## src/rtl/ysyx_220053_hazard_pkg.sv

```systemverilog
// Shared types and helpers for the ysyx_220053 hazard/forwarding unit.
package ysyx_220053_hazard_pkg;

    localparam int NREG_DEF = 32;
    localparam int RW       = $clog2(NREG_DEF);

    typedef enum logic [1:0] {
        FWD_RF,
        FWD_STAGE,
        FWD_CPL
    } fwd_sel_e;

    // Bit offset of stage idx inside a packed per-stage bus.
    function automatic int stage_lsb(input int idx, input int width);
        return idx * width;
    endfunction

endpackage

```

## src/rtl/ysyx_220053_hazard_scoreboard_fwd_resolve.sv

```systemverilog
// One source operand: stage match, forward priority, ready check, data mux.
module ysyx_220053_fwd_resolve
    import ysyx_220053_hazard_pkg::*;
#(
    parameter  int NREG   = 32,
    parameter  int XLEN   = 64,
    parameter  int NSTAGE = 3,
    localparam int IW     = $clog2(NREG)
) (
    input  logic                   src_use_i,
    input  logic [IW-1:0]          src_idx_i,
    input  logic                   src_busy_i,
    input  logic [XLEN-1:0]        rf_data_i,
    input  logic [NSTAGE-1:0]      st_valid_i,
    input  logic [NSTAGE-1:0]      st_wen_i,
    input  logic [NSTAGE-1:0]      st_ready_i,
    input  logic [NSTAGE*IW-1:0]   st_rd_i,
    input  logic [NSTAGE*XLEN-1:0] st_data_i,
    input  logic                   cpl_valid_i,
    input  logic [IW-1:0]          cpl_rd_i,
    input  logic [XLEN-1:0]        cpl_data_i,
    output logic                   need_stall_o,
    output logic [XLEN-1:0]        data_o
);

    logic            act;
    logic            hit;
    logic            hit_rdy;
    logic [XLEN-1:0] hit_data;
    fwd_sel_e        sel;

    assign act = src_use_i && (src_idx_i != '0);

    // Scan oldest to youngest so the youngest match is the one left standing.
    always_comb begin
        hit      = 1'b0;
        hit_rdy  = 1'b0;
        hit_data = '0;
        for (int i = NSTAGE - 1; i >= 0; i--) begin
            if (st_valid_i[i] && st_wen_i[i] &&
                st_rd_i[stage_lsb(i, IW) +: IW] == src_idx_i) begin
                hit      = 1'b1;
                hit_rdy  = st_ready_i[i];
                hit_data = st_data_i[stage_lsb(i, XLEN) +: XLEN];
            end
        end
    end

    always_comb begin
        sel = FWD_RF;
        if (act && hit) begin
            sel = FWD_STAGE;
        end else if (act && cpl_valid_i && cpl_rd_i == src_idx_i) begin
            sel = FWD_CPL;
        end
    end

    always_comb begin
        data_o = rf_data_i;
        unique case (sel)
            FWD_STAGE: data_o = hit_data;
            FWD_CPL:   data_o = cpl_data_i;
            default:   data_o = rf_data_i;
        endcase
    end

    assign need_stall_o = act && (hit ? !hit_rdy : src_busy_i);

endmodule

```

## src/rtl/ysyx_220053_hazard_scoreboard.sv

```systemverilog
// ID-stage hazard unit: per-operand forwarding plus a long-latency scoreboard.
module ysyx_220053_hazard_scoreboard
    import ysyx_220053_hazard_pkg::*;
#(
    parameter  int NREG    = 32,
    parameter  int XLEN    = 64,
    parameter  int NSTAGE  = 3,
    parameter  int MAX_OUT = 4,
    localparam int IW      = $clog2(NREG),
    localparam int OW      = $clog2(MAX_OUT + 1)
) (
    input  logic                   clk,
    input  logic                   rst,
    input  logic                   id_valid,
    input  logic                   id_en,
    input  logic [IW-1:0]          id_rs1,
    input  logic [IW-1:0]          id_rs2,
    input  logic                   id_rs1_use,
    input  logic                   id_rs2_use,
    input  logic [IW-1:0]          id_rd,
    input  logic                   id_rd_wen,
    input  logic                   id_long,
    input  logic [XLEN-1:0]        rf_rs1_data,
    input  logic [XLEN-1:0]        rf_rs2_data,
    input  logic [NSTAGE-1:0]      st_valid,
    input  logic [NSTAGE-1:0]      st_wen,
    input  logic [NSTAGE-1:0]      st_ready,
    input  logic [NSTAGE*IW-1:0]   st_rd,
    input  logic [NSTAGE*XLEN-1:0] st_data,
    input  logic                   cpl_valid,
    input  logic [IW-1:0]          cpl_rd,
    input  logic [XLEN-1:0]        cpl_data,
    output logic                   stall,
    output logic                   issue_fire,
    output logic [XLEN-1:0]        op1_data,
    output logic [XLEN-1:0]        op2_data,
    output logic [OW-1:0]          outstanding,
    output logic [31:0]            stall_cnt,
    output logic                   err
);

    logic [NREG-1:0] busy_q, busy_d;
    logic [OW-1:0]   out_q, out_d;
    logic [31:0]     cnt_q, cnt_d;
    logic            err_q, err_d;

    logic [NREG-1:0] cpl_mask;
    logic [NREG-1:0] busy_eff;
    logic            s1_stall, s2_stall;
    logic            waw, full;
    logic            retire, alloc;

    assign cpl_mask = cpl_valid ? (NREG'(1) << cpl_rd) : '0;
    assign busy_eff = busy_q & ~cpl_mask;

    ysyx_220053_fwd_resolve #(
        .NREG   (NREG),
        .XLEN   (XLEN),
        .NSTAGE (NSTAGE)
    ) u_rs1 (
        .src_use_i    (id_rs1_use),
        .src_idx_i    (id_rs1),
        .src_busy_i   (busy_eff[id_rs1]),
        .rf_data_i    (rf_rs1_data),
        .st_valid_i   (st_valid),
        .st_wen_i     (st_wen),
        .st_ready_i   (st_ready),
        .st_rd_i      (st_rd),
        .st_data_i    (st_data),
        .cpl_valid_i  (cpl_valid),
        .cpl_rd_i     (cpl_rd),
        .cpl_data_i   (cpl_data),
        .need_stall_o (s1_stall),
        .data_o       (op1_data)
    );

    ysyx_220053_fwd_resolve #(
        .NREG   (NREG),
        .XLEN   (XLEN),
        .NSTAGE (NSTAGE)
    ) u_rs2 (
        .src_use_i    (id_rs2_use),
        .src_idx_i    (id_rs2),
        .src_busy_i   (busy_eff[id_rs2]),
        .rf_data_i    (rf_rs2_data),
        .st_valid_i   (st_valid),
        .st_wen_i     (st_wen),
        .st_ready_i   (st_ready),
        .st_rd_i      (st_rd),
        .st_data_i    (st_data),
        .cpl_valid_i  (cpl_valid),
        .cpl_rd_i     (cpl_rd),
        .cpl_data_i   (cpl_data),
        .need_stall_o (s2_stall),
        .data_o       (op2_data)
    );

    assign retire = cpl_valid && busy_q[cpl_rd];
    assign waw    = id_rd_wen && (id_rd != '0) && busy_eff[id_rd];
    // Only a completion that really retires a busy register frees a slot.
    assign full   = id_long && (out_q == OW'(MAX_OUT)) && !retire;

    assign stall      = id_valid && (s1_stall || s2_stall || waw || full);
    assign issue_fire = id_valid && id_en && !stall;
    assign alloc      = issue_fire && id_long && id_rd_wen && (id_rd != '0);

    always_comb begin
        busy_d = busy_q;
        out_d  = out_q;
        if (retire) begin
            busy_d[cpl_rd] = 1'b0;
        end
        if (alloc) begin
            busy_d[id_rd] = 1'b1;
        end
        unique case ({alloc, retire})
            2'b10:   out_d = out_q + OW'(1);
            2'b01:   out_d = out_q - OW'(1);
            default: out_d = out_q;
        endcase
    end

    assign cnt_d = (stall && cnt_q != '1) ? cnt_q + 32'd1 : cnt_q;
    assign err_d = err_q || (cpl_valid && !busy_q[cpl_rd]);

    always_ff @(posedge clk or posedge rst) begin
        if (rst) begin
            busy_q <= '0;
            out_q  <= '0;
            cnt_q  <= '0;
            err_q  <= 1'b0;
        end else begin
            busy_q <= busy_d;
            out_q  <= out_d;
            cnt_q  <= cnt_d;
            err_q  <= err_d;
        end
    end

    assign outstanding = out_q;
    assign stall_cnt   = cnt_q;
    assign err         = err_q;

endmodule

```

## config.mk

```make
export PLATFORM = sky130hd
export DESIGN_NAME = ysyx_220053_hazard_scoreboard
export DESIGN_NICKNAME = d
export VERILOG_FILES = /design/src/rtl/ysyx_220053_hazard_pkg.sv /design/src/rtl/ysyx_220053_hazard_scoreboard_fwd_resolve.sv /design/src/rtl/ysyx_220053_hazard_scoreboard.sv
export SDC_FILE = /design/constraint.sdc
export NUM_CORES = 1
export LEC_CHECK = 0
export BUFFER_PORTS_ARGS = -buffer_cell sky130_fd_sc_hd__buf_2
export CORE_AREA = 8 8 228 230
export DETAILED_ROUTE_END_ITERATION = 10
export DIE_AREA = 0 0 236 238
export PLACE_DENSITY_LB_ADDON = 0.2
export SLEW_MARGIN = 20
export SYNTH_ARGS = -nofsm -noshare
export SYNTH_HDL_FRONTEND = slang
export SYNTH_SLANG_ARGS = --single-unit
```

## constraint.sdc

```tcl
create_clock -name clk -period 3.9 [get_ports clk]
set_input_delay 0.78 -clock clk [delete_from_list [all_inputs] [get_ports clk]]
set_output_delay 0.78 -clock clk [all_outputs]
set_load 0.05 [all_outputs]
```

After elaboration in Yosys (flattened, before gate mapping)
Index checks and enable logic that the tools add are counted.
{"block": "totals", "register_bits": 68, "output_inout_bits": 166, "in_bits": 437, "wordCells": 124}
{"block": "op_classes", "eq_ne": 16, "n_mux": 42, "n_lt_le_gt_ge": 6, "n_addsub": 3, "bitwise": 5, "n_shift": 1, "n_reduce_logical": 47}
{"op": "$mux 64", "count": 6}
{"op": "$pmux 64 s2", "count": 2}
{"op": "$mux 32", "count": 3}
{"op": "$and 32x32->32", "count": 2}
{"op": "$not 32->32", "count": 2}
{"op": "$eq 5x5->1", "count": 8}
{"op": "$logic_and 1x1->1", "count": 34}
{"op": "$add 32x1->32 const B", "count": 1}
{"op": "$ne 32x32->1 const B", "count": 1}
{"op": "$or 32x32->32", "count": 1}
{"op": "$shl 1x5->32 const A", "count": 1}
{"op": "$lt 5x6->1 const B", "count": 4}
{"op": "$bmux 1 s5", "count": 4}
{"op": "$mux 1", "count": 20}
{"op": "$reduce_bool 5->1", "count": 3}
{"op": "$demux 1 s5", "count": 2}
{"op": "$ge 5x1->1 const B", "count": 2}
{"op": "$mux 2", "count": 4}
{"op": "$eq 2x1->1 const B", "count": 3}
{"op": "$eq 2x2->1 const B", "count": 3}
{"op": "$pmux 3 s2", "count": 1}
{"op": "$logic_not 1->1", "count": 5}
{"op": "$logic_or 1x1->1", "count": 4}
{"op": "$add 3x1->3 const B", "count": 1}
{"op": "3 further kinds", "count": 3}

Longest topological paths before layout
Gate-level depths: netlist of the first run.
{"block": "depth", "depth_word": 19, "mapped_depth": 19, "ltp_nobuf": 14}

By module
A second synthesis of the first run with hierarchy kept.
{"block": "hier_totals", "cells_unflattened": 1132, "area_unflattened_um2": 10257.3}
{"mod": "ysyx_220053_fwd_resolve", "instances": 2, "area_per_inst_um2": 2924.1, "cells_each": 352, "seq_area_each_um2": 0.0}
{"mod": "ysyx_220053_hazard_scoreboard", "instances": 1, "area_per_inst_um2": 4409.2, "cells_each": 428, "seq_area_each_um2": 1701.6}

Worst setup path after synthesis of the first run
Ideal clock, no wire load.
{"block": "synth_path", "path_kind": "in2out", "from": "input port id_rs1[4]", "to": "output port op1_data[50]", "stages": 8, "t_required_ns": 3.120, "arrival_ns": 3.883, "path_buffers": 2, "path_slack_ns": -0.763, "cell_sequence": "clkbuf_1 -> xor2_1 -> or4b_2 -> nor3_1 -> clkbuf_1 -> a221o_1 -> o21ai_0 -> o21ai_0"}
{"block": "synth_between", "elab_chain_cells": 9, "elab_cells_between_ends": 23, "classes_between": "eq/ne: 6; mux: 9; reduce/logical: 8"}
{"element": "start: declaration", "line_no": "ysyx_220053_hazard_scoreboard.sv:16", "source": "input logic [IW-1:0] id_rs1,"}
{"element": "$eq 5x5->1", "line_no": "ysyx_220053_hazard_scoreboard_fwd_resolve.sv:41", "source": "st_rd_i[stage_lsb(i, IW) +: IW] == src_idx_i) begin"}
{"element": "$logic_and 1x1->1", "line_no": "ysyx_220053_hazard_scoreboard_fwd_resolve.sv:40", "source": "if (st_valid_i[i] && st_wen_i[i] &&"}
{"element": "$mux 1 (3 in series)", "line_no": "ysyx_220053_hazard_scoreboard_fwd_resolve.sv:40"}
{"element": "$logic_and 1x1->1", "line_no": "ysyx_220053_hazard_scoreboard_fwd_resolve.sv:51", "source": "if (act && hit) begin"}
{"element": "$mux 2", "line_no": "ysyx_220053_hazard_scoreboard_fwd_resolve.sv:51"}
{"element": "$eq 2x2->1 / $eq 2x1->1 (equally long branches)", "line_no": "ysyx_220053_hazard_scoreboard_fwd_resolve.sv:60", "source": "unique case (sel)"}
{"element": "$pmux 64 s2 (*)", "line_no": "ysyx_220053_hazard_scoreboard_fwd_resolve.sv:60"}
{"element": "end: declaration", "line_no": "ysyx_220053_hazard_scoreboard.sv:35", "source": "output logic [XLEN-1:0] op1_data,"}
Every way passes the cells marked *; elsewhere a longest branch is shown, timed or not.

Worst setup path in the final report of the first run
{"block": "layout_path", "from": "input port cpl_rd[1]", "to": "output port issue_fire"}
{"block": "layout_between", "elab_chain_cells": 14, "elab_cells_between_ends": 26, "classes_between": "shift: 1; mux: 11; bitwise: 2; reduce/logical: 12"}
{"element": "start: declaration", "line_no": "ysyx_220053_hazard_scoreboard.sv:31", "source": "input logic [IW-1:0] cpl_rd,"}
{"element": "$shl 1x5->32", "line_no": "ysyx_220053_hazard_scoreboard.sv:53", "source": "assign cpl_mask = cpl_valid ? (NREG'(1) << cpl_rd) : '0;"}
{"element": "$mux 32", "line_no": "ysyx_220053_hazard_scoreboard.sv:53"}
{"element": "$not 32->32", "line_no": "ysyx_220053_hazard_scoreboard.sv:54", "source": "assign busy_eff = busy_q & ~cpl_mask;"}
{"element": "$and 32x32->32", "line_no": "ysyx_220053_hazard_scoreboard.sv:54"}
{"element": "$bmux 1 s5, on equally long branches", "line_no": "ysyx_220053_hazard_scoreboard.sv:63, ysyx_220053_hazard_scoreboard.sv:84"}
{"element": "$mux 1, on equally long branches", "line_no": "ysyx_220053_hazard_scoreboard.sv:63, ysyx_220053_hazard_scoreboard.sv:84"}
{"element": "$mux 1", "line_no": "ysyx_220053_hazard_scoreboard_fwd_resolve.sv:67", "source": "assign need_stall_o = act && (hit ? !hit_rdy : src_busy_i);"}
{"element": "$logic_and 1x1->1", "line_no": "ysyx_220053_hazard_scoreboard_fwd_resolve.sv:67"}
{"element": "$logic_or 1x1->1 (2 in series)", "line_no": "ysyx_220053_hazard_scoreboard.sv:103", "source": "assign stall = id_valid && (s1_stall || s2_stall || waw || full);"}
{"element": "$logic_or 1x1->1 (*)", "line_no": "ysyx_220053_hazard_scoreboard.sv:103"}
{"element": "$logic_and 1x1->1 (*)", "line_no": "ysyx_220053_hazard_scoreboard.sv:103"}
{"element": "$logic_not 1->1 (*)", "line_no": "ysyx_220053_hazard_scoreboard.sv:104", "source": "assign issue_fire = id_valid && id_en && !stall;"}
{"element": "$logic_and 1x1->1 (*)", "line_no": "ysyx_220053_hazard_scoreboard.sv:104"}
{"element": "end: declaration", "line_no": "ysyx_220053_hazard_scoreboard.sv:34", "source": "output logic issue_fire,"}
Every way passes the cells marked *; elsewhere a longest branch is shown, timed or not. The select of a mux whose other input is x is not followed.

==> qor.csv, run 1 <==
stage,metric,value,unit
outcome,status,"finished, violations left",
outcome,failed_checks,setup timing,
synthesis,synth_area_leaders,"dfrtp_1, o21ai_0, a221o_1",
critical_path,crit_path_end_kind,output pin,
clock_network,ctsHoldBuffers,0,
drt,drt_iter0_drc,1349,
synthesis,synth_ff_type,dfrtp_1,
placement,gp_congestion,0.979,
clock_network,clkTransAtPathRegs,0.06,ns
timing,worstMarginPinSlew,0.934,ns
synthesis,yosysMostFrequentCell,o21ai_0,
critical_path,slowest_delay,0.58,ns
clock_network,clk_latency,0.35,ns
synthesis,synth_xor_area_frac,0.0702,
placement,io_buffers,602,
synthesis,synth.largest_area_cell,dfrtp_1,
synthesis,syn-num-nets,1644,
critical_path,arrival,3.57,ns
synthesis,ys_seq_elements,68,
synthesis,synth_warnings,0,
drt,wl_met3,8.20,mm
grt,antenna_found_initial,46,
timing,clock.fmax,0.230,GHz
synthesis,synth_compound_area_frac,0.481,
floorplanning,row_count,81,
drt,ant_nets,0,
synthesis,yosysSeqAreaShare,0.182,
cells_and_area,postLayoutCellArea,19300,sq um
grt,grt_pass1_vias,14800,
clock_network,cts_max_level,3,
timing,hold_viol,0,
placement,dp_slack,-0.857,ns
synthesis,synth_fa_ha_area_frac,0.00481,
cells_and_area,nFillCells,4897,
placement,place_area,15700,sq um
synthesis,synth_edf_count,0,
pwr,leakage,8.44,nW
min_path,hp-class,primary input to async pin,
drt,via_count,14900,
synthesis,synth.mux.area_fraction,0.0544,
timing,drv_slew,0,
drt,dr.pass1.iters,7,
cells_and_area,layout-drive-gt1-share,0.656,
timing,layout_min_cycle_time,4.35,ns
critical_path,cp.required,3.12,ns
critical_path,cp_common_cell,buf_4,
timing,slew_headroom,0.377,
cells_and_area,seqCellArea,1700,sq um
placement,dp.final_hpwl,64.9,mm
critical_path,cp_max_fo,6,
drt,wl_met2,38.1,mm
critical_path,start_kind,primary input,
synthesis,synth_top_family_by_area,compound AO/OA/AOI/OAI gates,
drt,post_drt_wl_per_cell,31.4,um
critical_path,crit_chain,buf_4 > nand2b_1 > buf_4 > buf_4 > o211ai_1 > o2111ai_1 > o2111ai_1 > nor4_1 > o31a_1 > or4_4 > or2_4 > clkinvlp_4 > buf_8,
grt,grt_pass1_wl,112,mm
synthesis,synth_commonest_cells,"o21ai_0, a22oi_1, a221o_1",
clock_network,cts.sinks,68,
drt,top_layer,met5,
cells_and_area,num-nets-final,2441,
synthesis,synthSimpleGateAreaFrac,0.136,
timing,setup_slack,-0.450,ns
clock_network,cts_tree,built,
cells_and_area,area_growth,106,%
pwr,power_density,200,nW/um^2
grt,grt-ovfl-total,0,
timing,period_share,1.12,
critical_path,crit_path_top_delay_cell,or4_4,
floorplanning,initial_core_util,0.194,
drt,route.layer.met1.wl,32.8,mm
floorplanning,fp.dieArea,56200,sq um
clock_network,clockRootBuffer,clkbuf_16,
synthesis,synthArstFlopShare,1.00,
clock_network,cts_inserted_buffers,9,
drt,vias_per_cell,5.60,
cells_and_area,multiInputGateArea,8680,sq um
timing,fin_skew,0.0113,ns
clock_network,max-clock-path-buffers,2,
grt,grt_max_degree,65,
floorplanning,die_w,236,um
grt,grt_usage,0.270,
floorplanning,die_h,238,um
flow_run,max_cap_viol_count,0,
synthesis,yosysTopAreaCellShare,0.182,
timing,setup_viol,74,
synthesis,syn_area,9360,sq um
synthesis,ys_types,72,
drt,drc,0,
pwr,vdd_drop_max,0.439,mV
critical_path,r2r_cells,17,
synthesis,synth.avg_cell_area,7.77,sq um
critical_path,timing_worst_setup_path_type,primary input to output pin,
floorplanning,core,48300,sq um
floorplanning,io_pins,603,
timing,rsz0062_at_grt,yes,
drt,drt_wl_total,83.4,mm
synthesis,synthCells,1204,
==> registers in the layout, summed over array words and instances (netlist names) <==
| register | count |
|---|---|
| err | 1 |
| busy_q | 32 |
| stall_cnt | 32 |
| outstanding | 3 |
==> cell families after synthesis <==
kind of cell	Yosys count
buffers and inverters	163
flip-flops	68
XOR/XNOR	75
AO/OA/AOI/OAI	647
multiplexers	30
AND/OR/NAND/NOR	218
adder cells (fa/ha/maj)	3
==> final timing paths <==
| path | from | endpoint | slack, ns |
|---|---|---|---|
| worst min-delay path | rst | stall_cnt[5] | 0.32 |
| worst max register to register | busy_q[24] | outstanding[2] | 0.05 |
| min in group clk | stall_cnt[27] | stall_cnt[27] | 0.50 |
| max in group asynchronous | rst | busy_q[17] | 2.51 |
| worst max-delay path | cpl_rd[1] | issue_fire | -0.45 |
| worst min register to register | stall_cnt[27] | stall_cnt[27] | 0.50 |
==> layer usage <==
layer | global-route usage | vias up
met4 | 0.108 | 18
met3 | 0.0765 | 187
met5 | 0 | -
met1 | 0.336 | 7281
li1 | - | 6522
met2 | 0.438 | 867
==> worst max-delay path: cells and delay by family <==
family / cells / cell delay [ns]
buffers and inverters: 5 / 0.70
and+or+nand+nor: 4 / 1.17
AOI/OAI and AO/OA: 4 / 0.90
==> cell usage in the layout, fill, tap and decap left out, types with 32 or more instances in the layout <==
master / synthesis / final
nor2_1: 35 / 32
o21ai_0: 291 / 124
dfrtp_1: 68 / 68
nand2_1: 35 / 34
buf_2: 11 / 456
a22oi_2: 0 / 128
buf_6: 4 / 131
o21ai_1: 12 / 41
buf_4: 2 / 234
a221o_1: 122 / 122
buf_12: 0 / 67
o21ai_2: 8 / 130
xnor2_1: 43 / 38
==> layout make-up <==
class,count,area share
Timing Repair Buffer,928,0.400
Tap cell,622,0.0403
Inverter,20,0.00408
Clock buffer,10,0.0124
Clock inverter,6,0.00240
Sequential cell,68,0.0880
Antenna cell,29,0.00376
Multi-Input combinational cell,974,0.449
==> power breakdown <==
group / switching, mW / internal, mW / leakage [nW]
clock network: 0.354 / 0.453 / 0.136
registers: 0.0810 / 0.766 / 0.925
logic: 1.28 / 0.923 / 7.38
==> metrics by stage <==
stage / cells / hold WS, ns / util / total power, mW / setup TNS [ns]
final: 2657 / 0.316 / 0.400 / 3.86 / -5.02
after global routing: 2643 / 0.322 / 0.399 / 4.01 / -12.77
after CTS: 2607 / 0.309 / 0.378 / 3.76 / -7.33
after floorplan: 1204 / 0.496 / - / 1.85 / -1.48
after detailed placement: 2534 / 0.488 / 0.326 / 2.69 / -60.39
after global placement: 2534 / 0.485 / 0.326 / 2.70 / -60.36
==> what timing repair did <==
item,4_1_cts,5_1_grt
endpoints found under the setup margin,160,147
buffers inserted,46,17
cloned,11,14
resized for setup,405,177
pin swaps,37,107
Note: power is estimated with default switching activity, not from simulation.
==> run 2: changes to the inputs <==
SYNTH_HIERARCHICAL = 1   (was default)
==> run 2 against run 1 <==
Compared with the run above:
- the run still ends with setup timing left
- power grew 1.6%
- maximum frequency decreased by 0.93%
- worst hold slack better by 0.17 ns
- critical path type unchanged
- critical endpoint unchanged
==> qor.csv, run 2 <==
stage,metric,value,unit
outcome,status,"finished, violations left",
outcome,failed_checks,setup timing,
critical_path,rr_endpoint,outstanding[2],
clock_network,cts_inserted_buffers,9,
floorplanning,row_count,81,
flow_run,max_cap_viol_count,0,
cells_and_area,fin_cells,2474,
timing,slew_headroom,0.376,
timing,fin_skew,0.0129,ns
cells_and_area,area_growth,65.9,%
grt,grt_max_degree,65,
synthesis,yosysTopAreaCellShare,0.166,
clock_network,cts_max_level,3,
placement,place_area,15700,sq um
synthesis,synth_area_leaders,"dfrtp_1, a22oi_2, a221oi_1",
critical_path,cp_max_fo,7,
min_path,worstHoldPathCells,1,
cells_and_area,num-nets-final,2260,
placement,io_buffers,602,
cells_and_area,postLayoutCellArea,17000,sq um
clock_network,cts.sinks,68,
floorplanning,io_pins,603,
floorplanning,core,48300,sq um
clock_network,clk_latency,0.36,ns
timing,worstMarginPinSlew,0.936,ns
synthesis,yosysSeqAreaShare,0.166,
floorplanning,fp.dieArea,56200,sq um
synthesis,yosysMostFrequentCell,o21ai_0,
floorplanning,die_w,236,um
cells_and_area,layout-drive-gt1-share,0.659,
clock_network,clkTransAtPathRegs,0.06,ns
pwr,power_density,230,nW/um^2
clock_network,cts_tree,built,
critical_path,arrival,3.61,ns
synthesis,synthCells,1132,
clock_network,clockRootBuffer,clkbuf_16,
timing,rsz0062_at_grt,yes,
min_path,hp-class,register to register,
grt,grt_pass1_wl,101,mm
synthesis,synth_edf_count,0,
timing,hold_slack,0.482,ns
grt,grt-ovfl-total,0,
synthesis,synth.avg_cell_area,9.06,sq um
timing,drv_slew,0,
drt,ant_nets,0,
cells_and_area,layout_common_cells,"buf_2, o21ai_2, buf_4",
timing,hold_viol,0,
critical_path,crit_path_end_kind,output pin,
floorplanning,die_h,238,um
drt,drt_wl_total,72.0,mm
clock_network,max-clock-path-buffers,2,
synthesis,syn-num-nets,1572,
grt,grt_pass1_vias,14200,
critical_path,timing_worst_setup_path_type,primary input to output pin,
cells_and_area,layout_commonest_cell,buf_2,
drt,vias_per_cell,5.53,
critical_path,start_kind,primary input,
drt,drt_iter0_drc,1098,
critical_path,regToRegStartpoint,busy_q[14],
critical_path,r2r_cells,19,
synthesis,synth.largest_area_cell,dfrtp_1,
timing,clock.fmax,0.228,GHz
synthesis,synth_ff_type,dfrtp_1,
pwr,vdd_drop_max,0.248,mV
timing,setup_viol,22,
floorplanning,initial_core_util,0.212,
placement,gp_congestion,0.995,
grt,grt_usage,0.237,
timing,layout_min_cycle_time,4.39,ns
placement,dpl.cell_count,2405,
placement,dp.final_hpwl,57.5,mm
drt,drc,0,
critical_path,r2r_setup_slack,0.10,ns
drt,via_count,13700,
grt,antenna_found_initial,42,
timing,period_share,1.13,
critical_path,cp.required,3.12,ns
min_path,hold_start,err,
pwr,leakage,6.91,nW
pwr,power,3.92,mW
synthesis,synth_warnings,6,
synthesis,synth_commonest_cells,"o21ai_0, a221oi_1, o21ai_2",
synthesis,synthArstFlopShare,1.00,
synthesis,syn_area,10300,sq um
drt,post_drt_wl_per_cell,29.1,um
synthesis,ys_seq_elements,68,
min_path,hold_end,err,
timing,setup_slack,-0.491,ns
drt,dr.pass1.iters,6,
synthesis,ys_types,65,
run 2: changes by cell type after synthesis, sizes merged, moves of 14 or more:
cell,change
and3,-15
o2111ai,-15
a221oi,+127
a221o,-122
o211ai,-17
buf,+36
o21ai,+14
clkbuf,-54
mux2i,+17
run 2: routing by layer:
metal / vias up / track usage / share of wire
met2: 765 / 0.413 / 0.51
li1: 6005 / - / -
met1: 6766 / 0.280 / 0.39
met3: 134 / 0.0494 / 0.070
met5: - / 0 / 0.00051
met4: 6 / 0.102 / 0.031
run 2: stage by stage:
stage           util  worst slack (ns)  setup TNS [ns]
2_1_floorplan      -            -0.417           -1.18
3_3_place_gp   0.324            -0.964          -41.27
3_5_place_dp   0.324             -1.14          -52.50
4_1_cts        0.339            -0.495           -2.19
5_1_grt        0.352            -0.613          -12.49
6_report       0.352            -0.491           -2.73
run 2: worst max path at each step:
stage,start,end,slack (ns),depth (start not counted)
after floorplan,cpl_rd[1],outstanding[2],-0.42,23
after global placement,cpl_rd[2],issue_fire,-0.96,18
after detailed placement,cpl_rd[2],issue_fire,-1.14,18
after CTS,cpl_rd[0],stall,-0.49,16
after global routing,cpl_rd[2],issue_fire,-0.61,17
final,cpl_rd[2],issue_fire,-0.49,16
run 2: logic make-up (layout without fill, tap and decap cells):
| kind of cell | count (synthesis) | in the layout | synth area share |
|---|---|---|---|
| fa+ha+maj | 3 | 3 | 0.00439 |
| other cells | 0 | 27 | 0 |
| compound gates | 629 | 629 | 0.505 |
| flops | 68 | 68 | 0.166 |
| xor+xnor | 78 | 78 | 0.0681 |
| buf+inv | 133 | 826 | 0.0770 |
| mux | 52 | 52 | 0.0765 |
| simple gates | 169 | 169 | 0.103 |
run 2: cell type report:
cell class                      count  area [sq um]
Clock buffer                       10           239
Clock inverter                      6           111
Timing Repair Buffer              802          5850
Fill cell                        5073         31300
Multi-Input combinational cell    931          8240
Inverter                            8          30.0
Antenna cell                       27          67.6
Tap cell                          622           778
Sequential cell                    68          1700
run 2: worst max-delay path: stages:
cell      delay, ns
buf_12         0.11
or4b_4         0.62
o21ai_4        0.19
mux4_2         0.25
mux2_4         0.14
nand2_1        0.04
o211ai_1       0.10
o21ai_2        0.08
nor3_1         0.13
a21oi_1        0.06
a21o_1         0.18
nor2_4         0.20
o211ai_1       0.16
a22oi_2        0.17
and3_4         0.23
buf_8          0.15
run 2: timing repair:
| action | CTS | global route |
|---|---|---|
| hold buffers | 0 | 0 |
| endpoints found under the setup margin | 154 | 185 |
| gates resized for setup | 74 | 130 |
| buffers inserted | 9 | 15 |
| cloned | 2 | 3 |
| pin swaps | 27 | 27 |
run 2: where the power goes:
group / internal [mW] / switching [mW]
Clock: 0.642 / 0.349
Combinational: 0.795 / 1.24
Sequential: 0.780 / 0.109
